[config.mk]
export PLATFORM = sky130hd
export DESIGN_NAME = mm_arbiter
export DESIGN_NICKNAME = d
export VERILOG_FILES = /design/src/rtl/mm_arbiter.sv
export SDC_FILE = /design/constraint.sdc
export NUM_CORES = 1
export LEC_CHECK = 0
export BUFFER_PORTS_ARGS = -buffer_cell sky130_fd_sc_hd__buf_2
export CAP_MARGIN = 20
export CORE_AREA = 5 5 437 439
export CTS_CLUSTER_SIZE = 12
export DETAILED_ROUTE_END_ITERATION = 6
export DIE_AREA = 0 0 442 444
export SLEW_MARGIN = 20
export SYNTH_ARGS = -nofsm -noshare
export SYNTH_HDL_FRONTEND = slang
export SYNTH_SLANG_ARGS = --single-unit
[constraint.sdc]
create_clock -name clk -period 2.7 [get_ports clk]
set_input_delay 0.54 -clock clk [delete_from_list [all_inputs] [get_ports clk]]
set_output_delay 0.54 -clock clk [all_outputs]
set_load 0.05 [all_outputs]
[src/rtl/mm_arbiter.sv]
// mm_arbiter: shares one main-memory block-read port between two cache requesters.
//
// Requests (get0/get1 with madr0/madr1) are granted round-robin. The granted
// address is latched onto mm_adr while mm_get is held. The block returned with
// mm_got is registered into mblk, and the owner gets a one-cycle got pulse.
//
// Ports:
//   clk, rst_b         clock (rising edge), asynchronous active-low reset
//   get0/madr0/got0    requester 0 request level, block address, done pulse
//   get1/madr1/got1    requester 1 request level, block address, done pulse
//   mblk               registered block, valid in the got cycle
//   mm_get/mm_adr      read request level and latched address to memory
//   mm_got/mm_blk      memory data strobe and data
//   owner              index of the granted requester (held while idle)
//   busy               transaction in progress (issue or deliver)
//   clr_cnt/wait_cnt   synchronous clear and saturating contention counter
module mm_arbiter #(
  parameter int unsigned AW = 27,
  parameter int unsigned BW = 512,
  parameter int unsigned CW = 16
) (
  input  logic          clk,
  input  logic          rst_b,
  input  logic          get0,
  input  logic [AW-1:0] madr0,
  output logic          got0,
  input  logic          get1,
  input  logic [AW-1:0] madr1,
  output logic          got1,
  output logic [BW-1:0] mblk,
  output logic          mm_get,
  output logic [AW-1:0] mm_adr,
  input  logic          mm_got,
  input  logic [BW-1:0] mm_blk,
  output logic          owner,
  output logic          busy,
  input  logic          clr_cnt,
  output logic [CW-1:0] wait_cnt
);

  typedef enum logic [2:0] {
    StIdle    = 3'b001,
    StIssue   = 3'b010,
    StDeliver = 3'b100
  } state_e;

  state_e        state_q, state_d;
  logic          owner_q, owner_d;
  logic          rr_q, rr_d;
  logic [AW-1:0] adr_q, adr_d;
  logic [BW-1:0] blk_q, blk_d;
  logic [CW-1:0] cnt_q, cnt_d;

  logic grant_vld;
  logic grant_idx;
  logic busy_w;
  logic wait0;
  logic wait1;

  // With both requesting, the round-robin pointer decides; otherwise the lone requester wins.
  assign grant_vld = get0 | get1;
  assign grant_idx = (get0 & get1) ? rr_q : get1;

  assign busy_w = (state_q == StIssue) || (state_q == StDeliver);

  // A requester is waiting whenever it asks but is not the one currently being served.
  assign wait0 = get0 & ~(busy_w & (owner_q == 1'b0));
  assign wait1 = get1 & ~(busy_w & (owner_q == 1'b1));

  always_comb begin
    state_d = state_q;
    owner_d = owner_q;
    rr_d    = rr_q;
    adr_d   = adr_q;
    blk_d   = blk_q;

    unique case (state_q)
      StIdle: begin
        if (grant_vld) begin
          state_d = StIssue;
          owner_d = grant_idx;
          adr_d   = grant_idx ? madr1 : madr0;
          rr_d    = ~grant_idx;
        end
      end
      StIssue: begin
        if (mm_got) begin
          blk_d   = mm_blk;
          state_d = StDeliver;
        end
      end
      StDeliver: begin
        state_d = StIdle;
      end
      default: begin
        state_d = StIdle;
      end
    endcase
  end

  // Clear wins over increment; the counter sticks at all-ones.
  always_comb begin
    cnt_d = cnt_q;
    if (clr_cnt) begin
      cnt_d = '0;
    end else if ((wait0 | wait1) && (cnt_q != {CW{1'b1}})) begin
      cnt_d = cnt_q + {{(CW-1){1'b0}}, 1'b1};
    end
  end

  always_ff @(posedge clk or negedge rst_b) begin
    if (!rst_b) begin
      state_q <= StIdle;
      owner_q <= 1'b0;
      rr_q    <= 1'b0;
      adr_q   <= '0;
      blk_q   <= '0;
      cnt_q   <= '0;
    end else begin
      state_q <= state_d;
      owner_q <= owner_d;
      rr_q    <= rr_d;
      adr_q   <= adr_d;
      blk_q   <= blk_d;
      cnt_q   <= cnt_d;
    end
  end

  // All outputs are registers or decodes of the registered state.
  assign mm_get   = (state_q == StIssue);
  assign mm_adr   = adr_q;
  assign got0     = (state_q == StDeliver) && (owner_q == 1'b0);
  assign got1     = (state_q == StDeliver) && (owner_q == 1'b1);
  assign mblk     = blk_q;
  assign owner    = owner_q;
  assign busy     = busy_w;
  assign wait_cnt = cnt_q;

endmodule

==> metrics.txt <==
status complete, no violations; Primary FF master, synth dfrtp_1; via count 18160; gpl congestion 0.9648; post-layout util 0.1872; Yosys reg bits 560; RSZ-0062 raised after global routing false; post-DR wirelength/cell 29.24 um; Synth area leaders dfrtp_1 65%, mux2_2 27%, buf_6 2.2%; Clk pin slew, worst setup/hold paths 0.06 ns; top cell type's share of synthesized area 0.6491; largest net degree at the start of global routing 86; critical-path cell list xnor2_1 -> nor2_1 -> buf_2; # nets final 3267; Worst VDD drop 760.2 uV; deepest clock path buffer count 3; Worst Tran Pin Value 0.7415 ns; H-tree depth 3; CP peak stage delay 0.43 ns; Pleak 0.01620 uW; Critical Path RT 2.16 ns; yosys warns 0; drt initial violations 1151; HP Start mm_blk[196]; worst skew pair latency 0.69 ns; Power Dens Cells 1561 mW/mm2; area delta synth->final 62.26%; Worst R2R Start state_q[1]; CP Data Arrival Time 1.96 ns; initial antenna violation count 199; async set or reset register ratio after synthesis 1.000; total grt overflow 0; achievable clock frequency 0.4005 GHz; worst r2r path cells 5; nature of the critical path startpoint register; WS Path Type reg2out; Starting Density 0.1154; CP max FO 5; Worst Hold Class in2reg; GRT Total Usage 0.1522; Critical Path Source state_q[1]; Seq/Total Area, Yosys 0.6504; slowest cell on the critical path dfrtp_1; post-DP HPWL 135200 um; ANT nets after route 0; Routed WL 155500 um; CTS Buf Count 73; IO Count 1132; post-synthesis cell count 1298; cell with the most instances after synthesis dfrtp_1; max-slew violation count 0; minimum clock period 2.497 ns; cell accounting for the most synthesized area dfrtp_1; CP endpoint kind primary output; post-synth cell types 43; Max-slew headroom 0.5011; Mapped Area 0.02155 mm2; Die Y 444 um; share of post-route cells with drive strength above 1 0.6685; first-pass GRT wire length 195900 um; DRC 0; CORE AREA 0.1868 mm2; DIE WIDTH 442 um; CTS tree done; final setup fails 0; Synth Net Count 1871; CTS resizes 0; Clock Skews 0.02963 ns; syn_area_per_cell 16.60 um2; FP Rows 159; die area 0.1962 mm2; number of flops mapped to enable cells by yosys 0; Max-Cap Viols 0; WHS Path Cells 2; fin crit share 0.9248; # fillers 20360; Root Buffer clkbuf_16; setup TNS 0 ns; PortBufs 1131; vias per inst 3.416; synth cell count leaders 559 x dfrtp_1, 517 x mux2_2, 42 x buf_6, 29 x a21o_1, 27 x a22o_1; DRT Pass-1 Iters 5; vias in the first global route 18510; Hold Vio Cnt, Final 0; clock sinks 560
metrics by stage:
stage          cells  hold slack [ns]  worst slack (ns)  cell area, um2  total power [uW]
3_5_place_dp    4914           0.4580            0.5357           30400             45170
5_1_grt         5278          0.01751            0.1139           34870             56720
4_1_cts         5243      0.000009215            0.1020           34780             55780
6_report        5316          0.09556            0.2029           34970             54600
3_3_place_gp    4914           0.4567            0.5398           30400             44840
2_1_floorplan   1298           0.2444            0.3793           21560             34500
metal layers:
| layer | vias up | wire, um | track usage |
|---|---|---|---|
| met5 | - | 851 | 0 |
| met2 | 972 | 70620 | 0.2398 |
| met3 | 305 | 18460 | 0.08382 |
| met1 | 9153 | 58710 | 0.1723 |
| li1 | 7601 | - | - |
| met4 | 126 | 6819 | 0.05781 |
area by class of cell:
cell class | instances | area (um2) | share of cell area
clock inverters | 30 | 319.1 | 0.009125
diodes | 73 | 182.7 | 0.005224
inverters | 1 | 3.754 | 0.0001073
clock buffers | 99 | 2066 | 0.05908
flip-flops and latches | 560 | 14010 | 0.4008
well taps | 2495 | 3122 | 0.08928
multi-input cells | 666 | 6903 | 0.1974
repair buffers | 1392 | 8356 | 0.2390
cell families (layout without fill, tap and decap cells):
| kind of cell | after synthesis | count (layout) | share of synthesized area |
|---|---|---|---|
| other | 0 | 73 | 0 |
| AOI/OAI and AO/OA | 82 | 82 | 0.02909 |
| DFF | 560 | 560 | 0.6504 |
| buffers and inverters | 72 | 1522 | 0.03042 |
| adders and majority gates | 1 | 1 | 0.0005805 |
| muxes | 519 | 519 | 0.2712 |
| xor gates and xnor gates | 1 | 1 | 0.0004065 |
| and+or+nand+nor | 63 | 63 | 0.01794 |
state kept, by name (all words and copies together) (netlist names):
name      flops
wait_cnt     16
owner         1
rr_q          1
mblk        512
state_q       3
mm_adr       27
power by group:
group / leakage (uW) / internal, uW / switching [uW]
Clock: 0.00117 / 5620 / 4260
Sequential: 0.00676 / 12600 / 2360
Combinational: 0.00827 / 7260 / 22500
timing repair:
item	CTS	global route
setup endpoints to repair	0	0
hold buffers	200	0
buffers inserted	0	0
endpoints found under the hold margin	229	0
critical path, delay by kind of cell (launching register included):
kind	cells	cell delay, ns
XOR/XNOR	1	0.19
AND/OR/NAND/NOR	1	0.26
flip-flops	1	0.43
buffers and inverters	1	0.39
cell usage in the layout, fill, tap and decap left out, types with 3 or more instances in the layout:
cell type	netlist	routed
o21ai_0	4	4
mux2_2	517	517
nor2_1	10	10
clkinv_4	0	3
clkbuf_16	0	74
clkbuf_8	0	12
nand3_1	6	6
or4_1	6	6
clkbuf_1	9	13
dlygate4sd3_1	1	200
o31ai_1	7	7
clkinvlp_4	0	3
nor2b_1	6	6
buf_4	12	43
nor4_1	8	8
inv_16	0	3
clkinv_2	0	14
a22o_1	27	27
nand2_1	6	6
nand4_1	5	5
dfrtp_1	559	559
a21o_1	29	29
diode_2	0	73
a21oi_1	10	10
buf_12	0	18
buf_2	6	1130
final timing paths:
path | endpoint | slack (ns)
max in group asynchronous | mblk[272] | 1.39
worst max-delay path | busy | 0.20
worst min-delay path | mblk[196] | 0.1
min in group asynchronous | mblk[499] | 0.43
worst min register to register | rr_q | 0.47
worst max register to register | mblk[82] | 0.56
Power figures use the tool's default switching activity.
